[src/rtl/reg_dump_reader_pkg.sv]
// Shared constants and state encoding for the register dump reader.
package reg_dump_pkg;

  localparam int DUMP_W = 8;
  localparam int DUMP_D = 4;

  typedef enum logic [1:0] {
    IDLE,
    FETCH,
    SEND,
    DONE
  } dump_state_t;

endpackage

[src/rtl/reg_dump_reader_if.sv]
// Output word stream of the dump reader: (index, data) words with a
// valid/ready handshake. The reader is the master, the host/trace sink
// is the slave.
interface reg_dump_reader_if
  import reg_dump_pkg::*;
#(
  parameter int W = DUMP_W,
  parameter int D = DUMP_D
) ();

  logic         out_valid;
  logic         out_ready;
  logic [W-1:0] out_data;
  logic [D-1:0] out_idx;

  modport master (
    output out_valid,
    output out_data,
    output out_idx,
    input  out_ready
  );

  modport slave (
    input  out_valid,
    input  out_data,
    input  out_idx,
    output out_ready
  );

endinterface

[src/rtl/reg_dump_reader.sv]
// Register file dump reader: on a start pulse, walks first_reg..last_reg
// (wrapping modulo 2**D) on the file's read-select port, captures each
// value and streams it out as (index, data) words. Never writes the file.
//
// Optional build macro REG_DUMP_PREFETCH_EN: the next register is
// addressed while a word waits in SEND, so a non-final handshake captures
// the following word at the same edge (1 word per cycle instead of 2).
module reg_dump_reader
  import reg_dump_pkg::*;
#(
  parameter int W = DUMP_W,
  parameter int D = DUMP_D
) (
  input  logic                clk,
  input  logic                rst_n,
  input  logic                start,
  input  logic [D-1:0]        first_reg,
  input  logic [D-1:0]        last_reg,
  output logic                busy,
  output logic                done,
  output logic [D-1:0]        rf_rd_num,
  input  logic [W-1:0]        rf_rd_data,
  reg_dump_reader_if.master   stream
);

  dump_state_t  state_q, state_d;
  logic [D-1:0] ptr_q, ptr_d;
  logic [D-1:0] last_q, last_d;
  logic [D-1:0] idx_q, idx_d;
  logic [W-1:0] data_q, data_d;
  logic         valid_q, valid_d;
  logic         busy_q, busy_d;

  logic         handshake;
  logic [D-1:0] ptr_next;

  assign handshake = valid_q & stream.out_ready;
  assign ptr_next  = ptr_q + 1'b1;

  // State, pointer and output word registers; reset aborts any dump at once.
  always_ff @(posedge clk or negedge rst_n) begin
    if (!rst_n) begin
      state_q <= IDLE;
      ptr_q   <= '0;
      last_q  <= '0;
      idx_q   <= '0;
      data_q  <= '0;
      valid_q <= 1'b0;
      busy_q  <= 1'b0;
    end else begin
      state_q <= state_d;
      ptr_q   <= ptr_d;
      last_q  <= last_d;
      idx_q   <= idx_d;
      data_q  <= data_d;
      valid_q <= valid_d;
      busy_q  <= busy_d;
    end
  end

  // Next-state logic; read-select follows ptr so the file output stays stable.
  always_comb begin
    state_d   = state_q;
    ptr_d     = ptr_q;
    last_d    = last_q;
    idx_d     = idx_q;
    data_d    = data_q;
    valid_d   = valid_q;
    busy_d    = busy_q;
    rf_rd_num = ptr_q;
    done      = 1'b0;

    case (state_q)
      IDLE: begin
        if (start) begin
          ptr_d   = first_reg;
          last_d  = last_reg;
          busy_d  = 1'b1;
          state_d = FETCH;
        end
      end

      FETCH: begin
        data_d  = rf_rd_data;
        idx_d   = ptr_q;
        valid_d = 1'b1;
        state_d = SEND;
      end

      SEND: begin
`ifdef REG_DUMP_PREFETCH_EN
        rf_rd_num = ptr_next;
`endif
        if (handshake) begin
          if (ptr_q == last_q) begin
            valid_d = 1'b0;
            state_d = DONE;
          end else begin
            ptr_d = ptr_next;
`ifdef REG_DUMP_PREFETCH_EN
            data_d = rf_rd_data;
            idx_d  = ptr_next;
`else
            valid_d = 1'b0;
            state_d = FETCH;
`endif
          end
        end
      end

      DONE: begin
        done    = 1'b1;
        busy_d  = 1'b0;
        state_d = IDLE;
      end

      default: state_d = IDLE;
    endcase
  end

  assign busy             = busy_q;
  assign stream.out_valid = valid_q;
  assign stream.out_data  = data_q;
  assign stream.out_idx   = idx_q;

endmodule
[src/flat_wrapper.sv]
// flat-port wrapper written by rule: the top's interface ports become plain ports
module reg_dump_reader_flat import reg_dump_pkg::*;
#(
  parameter int W = DUMP_W,
  parameter int D = DUMP_D
)
  (clk, rst_n, start, first_reg, last_reg, busy, done, rf_rd_num, rf_rd_data, stream_out_valid, stream_out_data, stream_out_idx, stream_out_ready);
  reg_dump_reader_if #(.W(W), .D(D)) stream_i ();
  input  logic clk;
  input  logic rst_n;
  input  logic start;
  input  logic [D-1:0] first_reg;
  input  logic [D-1:0] last_reg;
  output logic busy;
  output logic done;
  output logic [D-1:0] rf_rd_num;
  input  logic [W-1:0] rf_rd_data;
  output wire logic [$bits(stream_i.out_valid)-1:0] stream_out_valid;
  output wire logic [$bits(stream_i.out_data)-1:0] stream_out_data;
  output wire logic [$bits(stream_i.out_idx)-1:0] stream_out_idx;
  input wire logic [$bits(stream_i.out_ready)-1:0] stream_out_ready;
  assign stream_out_valid = stream_i.out_valid;
  assign stream_out_data = stream_i.out_data;
  assign stream_out_idx = stream_i.out_idx;
  assign stream_i.out_ready = stream_out_ready;
  reg_dump_reader #(.W(W), .D(D)) u_core (.clk(clk), .rst_n(rst_n), .start(start), .first_reg(first_reg), .last_reg(last_reg), .busy(busy), .done(done), .rf_rd_num(rf_rd_num), .rf_rd_data(rf_rd_data), .stream(stream_i));
endmodule
[config.mk]
export PLATFORM = sky130hd
export DESIGN_NAME = reg_dump_reader_flat
export DESIGN_NICKNAME = d
export VERILOG_FILES = /design/src/rtl/reg_dump_reader_pkg.sv /design/src/rtl/reg_dump_reader_if.sv /design/src/rtl/reg_dump_reader.sv /design/src/flat_wrapper.sv
export SDC_FILE = /design/constraint.sdc
export NUM_CORES = 1
export LEC_CHECK = 0
export ABC_AREA = 1
export BUFFER_PORTS_ARGS = -buffer_cell sky130_fd_sc_hd__buf_2
export CAP_MARGIN = 15
export CORE_UTILIZATION = 40
export DETAILED_ROUTE_END_ITERATION = 10
export GPL_ROUTABILITY_DRIVEN = 0
export PLACE_DENSITY = 0.69
export RECOVER_POWER = 100
export SLEW_MARGIN = 20
export SYNTH_ARGS = -nofsm -noshare
export SYNTH_HDL_FRONTEND = slang
export SYNTH_SLANG_ARGS = --single-unit
[constraint.sdc]
create_clock -name clk -period 1.06 [get_ports clk]
set_input_delay 0.159 -clock clk [delete_from_list [all_inputs] [get_ports clk]]
set_output_delay 0.159 -clock clk [all_outputs]
set_load 0.02 [all_outputs]
==> results of run 1 <==
## synth_stat cells, drive strengths merged
cell type,count,share of area
nand4,1,0.0055
mux2,1,0.0099
nor2,7,0.049
inv,12,0.042
nand2,62,0.22
o21ai,7,0.044
nand3,8,0.040
buf,2,0.017
xnor2,1,0.0077
ha,1,0.011
dfrtp,24,0.53
xor2,1,0.0077
a21oi,4,0.018
## power breakdown
group	switching, mW	internal (mW)
sequential	0	0.915
clock	0.285	0.210
combinational	0.0309	0.0277
## cell usage in the layout, fill, tap and decap left out, drive strengths merged, types with 4 or more instances in the layout
master / n
a21oi: 4
buf: 68
clkbuf: 6
dfrtp: 24
inv: 12
nand2: 62
nand3: 8
nor2: 7
o21ai: 7
## how the worst max path moves through the flow
stage | endpoint | slack (ps) | cells after the start
6_report | done | -220 | 4
5_1_grt | u_core.rf_rd_num[2]$_DFFE_PN0P_ | -280 | 7
4_1_cts | u_core.rf_rd_num[2]$_DFFE_PN0P_ | -180 | 7
3_5_place_dp | u_core.rf_rd_num[1]$_DFFE_PN0P_ | -150 | 7
3_3_place_gp | u_core.rf_rd_num[1]$_DFFE_PN0P_ | -100 | 6
2_1_floorplan | u_core.rf_rd_num[0]$_DFFE_PN0P_ | -60 | 6
## final cells by class
class	count	area, um2
multi-input cells	93	529.3
repair buffers	71	604.3
clock buffers	4	36.28
fillers	217	700.7
flip-flops and latches	24	606.8
well taps	30	37.54
inverters	12	52.55
## routing by layer
metal	global-route usage	wire [um]
met1	0.2234	1197
met2	0.3442	1706
met3	0.03279	102
met4	0.05357	21
met5	0	0
## flip-flops by register name (all words and copies together), names as in the netlist
register and flops:
u_core.busy 1, u_core.last_q 4, u_core.rf_rd_num 4, u_core.state_q 2
u_core.stream.out_data 8, u_core.stream.out_idx 4, u_core.stream.out_valid 1
## cell families (layout without fill, tap and decap cells)
kind of cell	count (synthesis)	after routing	share of synthesized area
AOI/OAI and AO/OA	11	11	0.06174
xor gates and xnor gates	2	2	0.01544
adders and majority gates	1	1	0.01102
buffers and inverters	14	87	0.05844
DFF	24	24	0.5292
muxes	1	1	0.009922
and+or+nand+nor	78	78	0.3142
## metrics by stage
stage	setup WS (ps)	power, mW	instances
2_1_floorplan	-61.27	0.9342	131
3_3_place_gp	-102.1	0.9865	211
3_5_place_dp	-148.1	0.9876	211
4_1_cts	-184.9	1.485	224
5_1_grt	-278.9	1.528	234
6_report	-220.6	1.470	234
## critical path, stage by stage, from the launching register on
cell     delay, ps
dfrtp_1        430
buf_6          130
nand2_2         80
inv_2           40
buf_6          120
## what timing repair did
action,4_1_cts,5_1_grt
hold buffers,1,0
setup buffers,8,10
resized for setup,23,35
endpoints found under the setup margin,28,41
endpoints found under the hold margin,24,0
pin swaps,2,6
==> impl_metrics.json, run 1 <==
{
  "final_area_um2": 1867,
  "ys_ff_latch": 24,
  "cts_buffers": 3,
  "cts.sinks": 24,
  "syn_nets": 152,
  "hold_viol_final": 0,
  "htree_levels": 1,
  "drive_gt1_frac": 0.5049,
  "holdWs_ps": 32.43,
  "regToRegStartpoint": "u_core.rf_rd_num[0]$_DFFE_PN0P_",
  "grt_pass1_vias": 1054,
  "fin_util": 0.7271,
  "setup_viol": 28,
  "cts_buffer_depth": 2,
  "grt_pass1_wl_mm": 4.533,
  "fin_crit_ps": 1281,
  "antenna_cells": 0,
  "drv_cap": 0,
  "status": "finished with violations",
  "num_io_pins": 39,
  "endpoint_kind": "output port",
  "die-area_um2": 3054,
  "dp_hpwl_mm": 1.981,
  "drt_iter0_markers": 25,
  "hold_path_depth": 3,
  "fmax_mhz": 780.9,
  "postRouteAntennaNets": 0,
  "fin_skew_ps": 5.661,
  "grt_max_degree": 25,
  "gr-total-overflow": 0,
  "min_path_type": "in -> reg",
  "grt_use_total": 0.1878,
  "critical_path_arrival_ps": 1120,
  "fin_ws_ps": -220.6,
  "max-vdd-ir-drop_v": 0.0007469,
  "slew_headroom": 0.6047,
  "initial_core_util": 0.4420,
  "violations": "setup timing",
  "viasPerCell": 4.825,
  "max_slew.worst_pin.slew_ps": 593.0,
  "yosysWarnings": 0,
  "routed_wl_mm": 3.028,
  "dieHeight_um": 55.27,
  "r2r_slack_ps": -210,
  "finalCritPeriodShare": 1.208,
  "cts-root-buf": "clkbuf_4",
  "worstSetupPathType": "reg -> out",
  "clock_latency_ps": 320,
  "chipWidth_um": 55.27,
  "clkTransAtPathRegs_ps": 140,
  "core.rowCount": 18,
  "place_area_um2": 1486,
  "holdPathEnd": "u_core.stream.out_data[6]$_DFFE_PN0P_",
  "synth_area_per_cell_um2": 8.663,
  "r2r_end": "u_core.rf_rd_num[2]$_DFFE_PN0P_",
  "antenna_found_initial": 0,
  "critPathMaxFanout": 2,
  "syn-instance-count": 131,
  "ys_types": 25,
  "place.port_buffers": 38,
  "hp-start": "rf_rd_data[6]",
  "startpoint_type": "register",
  "first_pass_iters": 4,
  "synth_area_um2": 1135,
  "reg2reg_depth": 7,
  "seq_area_frac_synth": 0.5292,
  "cts_tree": "done",
  "power_density_nw_per_um2": 787.2,
  "fp.coreArea_um2": 2567,
  "setup_tns_ps": -3609,
  "rsz0062_at_grt": "true",
  "critPathRequiredTime_ps": 900,
  "report.final.slew_viol_count": 0,
  "wl_per_cell_um": 12.94,
  "drc": 0,
  "fin_nets": 226,
  "num_vias": 1129,
  "crit_start": "u_core.state_q[1]$_DFFE_PN0P_",
  "leakage_nw": 0.9617,
  "syn_to_final_growth_pct": 64.50
}
Note: power is estimated with default switching activity, not from simulation.
==> run 2, diff against run 1 <==
MAX_ROUTING_LAYER = met4   (was not set)
==> impl_metrics.json, run 2 (same netlist as run 1, synthesis figures left out) <==
{
  "drc": 0,
  "rsz0062_at_grt": "true",
  "num_vias": 1133,
  "first_pass_iters": 4,
  "htree_levels": 1,
  "chipWidth_um": 55.27,
  "status": "finished with violations",
  "p_clk_frac": 0.337,
  "dp_hpwl_mm": 1.981,
  "seqPwrFrac": 0.623,
  "grt_pass1_vias": 1053,
  "drv_cap": 0,
  "max-vdd-ir-drop_v": 0.0007469,
  "fp.coreArea_um2": 2567,
  "dieHeight_um": 55.27,
  "core.rowCount": 18,
  "r2r_slack_ps": -210,
  "startpoint_type": "register",
  "slew_headroom": 0.6054,
  "report.final.slew_viol_count": 0,
  "num_io_pins": 39,
  "finalCritPeriodShare": 1.206,
  "drt_iter0_markers": 26,
  "sw_frac_of_total": 0.2151,
  "syn_to_final_growth_pct": 64.50,
  "met2_length_mm": 1.681,
  "critical_path_arrival_ps": 1120,
  "fin_skew_ps": 5.610,
  "wl_per_cell_um": 12.89,
  "drive_gt1_frac": 0.5049,
  "grt_pass1_wl_mm": 4.533,
  "multi_input_area_um2": 529.3,
  "clock_latency_ps": 320,
  "fin_ws_ps": -218.1,
  "fillCellCount": 217,
  "setup_viol": 28,
  "postRouteAntennaNets": 0,
  "final_common_cell": "nand2_1",
  "die-area_um2": 3054,
  "hold_viol_final": 0,
  "layout_common_cells": "nand2_1, buf_6, buf_4, buf_2, dfrtp_1",
  "critPathMaxFanout": 2,
  "endpoint_kind": "output port",
  "p_int_mw": 1.153,
  "grt_use_total": 0.1932,
  "viasPerCell": 4.842,
  "antenna_found_initial": 0,
  "antenna_cells": 0,
  "fin_util": 0.7271,
  "place.port_buffers": 38,
  "regArea_um2": 606.8,
  "fin_crit_ps": 1278,
  "power.total_mw": 1.470,
  "largest_register_ffs": 8,
  "min_path_type": "in -> reg",
  "routed.top_layer": "met4",
  "violations": "setup timing",
  "cts_tree": "done",
  "cts-root-buf": "clkbuf_4",
  "cts_buffer_depth": 2,
  "fin_nets": 226,
  "routed_wl_mm": 3.016,
  "initial_core_util": 0.4420,
  "worstSetupPathType": "reg -> out",
  "met3_length_um": 97,
  "met1_length_mm": 1.190,
  "p_sw_mw": 0.3161,
  "power_density_nw_per_um2": 787.2,
  "cts.sinks": 24,
  "leakage_nw": 0.9617,
  "max_slew.worst_pin.slew_ps": 592.0,
  "comb_power_share": 0.040,
  "critPathRequiredTime_ps": 900,
  "gr-total-overflow": 0,
  "grt_max_degree": 25,
  "fmax_mhz": 782.4,
  "cts_buffers": 3,
  "clkTransAtPathRegs_ps": 140
}
[run 2: cell counts in the layout (fill, tap and decap cells not counted)]
No cell type changed its count.
[run 2: final timing paths]
| check | from | to | cells after the start |
|---|---|---|---|
| min | rf_rd_data[6] | u_core.stream.out_data[6]$_DFFE_PN0P_ | 3 |
| max in group asynchronous | rst_n | u_core.rf_rd_num[0]$_DFFE_PN0P_ | 2 |
| max reg2reg | u_core.rf_rd_num[0]$_DFFE_PN0P_ | u_core.rf_rd_num[2]$_DFFE_PN0P_ | 7 |
| min in group asynchronous | rst_n | u_core.stream.out_data[5]$_DFFE_PN0P_ | 2 |
| min reg2reg | u_core.stream.out_data[1]$_DFFE_PN0P_ | u_core.stream.out_data[1]$_DFFE_PN0P_ | 2 |
| max | u_core.state_q[1]$_DFFE_PN0P_ | done | 4 |
[run 2: metrics by stage]
stage          cells  hold WS (ps)  setup WS (ps)  area [um2]  setup TNS [ps]
6_report         234         32.39         -218.1        1867           -3608
4_1_cts          224         24.26         -184.9        1689           -3330
5_1_grt          234         17.48         -278.9        1867           -5504
2_1_floorplan    131        -136.6         -61.27        1172          -264.1
3_5_place_dp     211         168.1         -148.1        1486           -1991
3_3_place_gp     211         165.5         -102.1        1486           -1273
[run 2: timing repair]
action                                 in CTS  in global routing
endpoints found under the hold margin      24                  0
pin swaps                                   2                  6
resized for setup                          23                 35
setup endpoints to repair                  28                 41
hold buffers                                1                  0
setup buffers                               8                 10
[run 2: power by group through the flow]
stage | sequential, mW | clock (mW) | combinational [mW]
global placement | 0.933 | 0 | 0.0537
global route | 0.916 | 0.546 | 0.0657
detailed placement | 0.933 | 0 | 0.0548
CTS | 0.916 | 0.510 | 0.0594
finish | 0.915 | 0.496 | 0.0586
floorplan | 0.933 | 0 | 0.00113
[run 2: final cells by class]
type / instances / area share
Timing Repair Buffer: 71 / 0.3237
Clock buffer: 4 / 0.01944
Tap cell: 30 / 0.02011
Multi-Input combinational cell: 93 / 0.2835
Inverter: 12 / 0.02815
Sequential cell: 24 / 0.3251
[run 2: routing by layer]
metal / vias to the layer above / track usage
li1: 551 / -
met1: 547 / 0.2234
met2: 28 / 0.3442
met3: 7 / 0.03279
met4: 0 / 0.05357
met5: - / -
[run 2: critical path: stages (launching register included)]
cell	delay, ps
dfrtp_1	430
buf_6	130
nand2_2	80
inv_2	40
buf_6	120
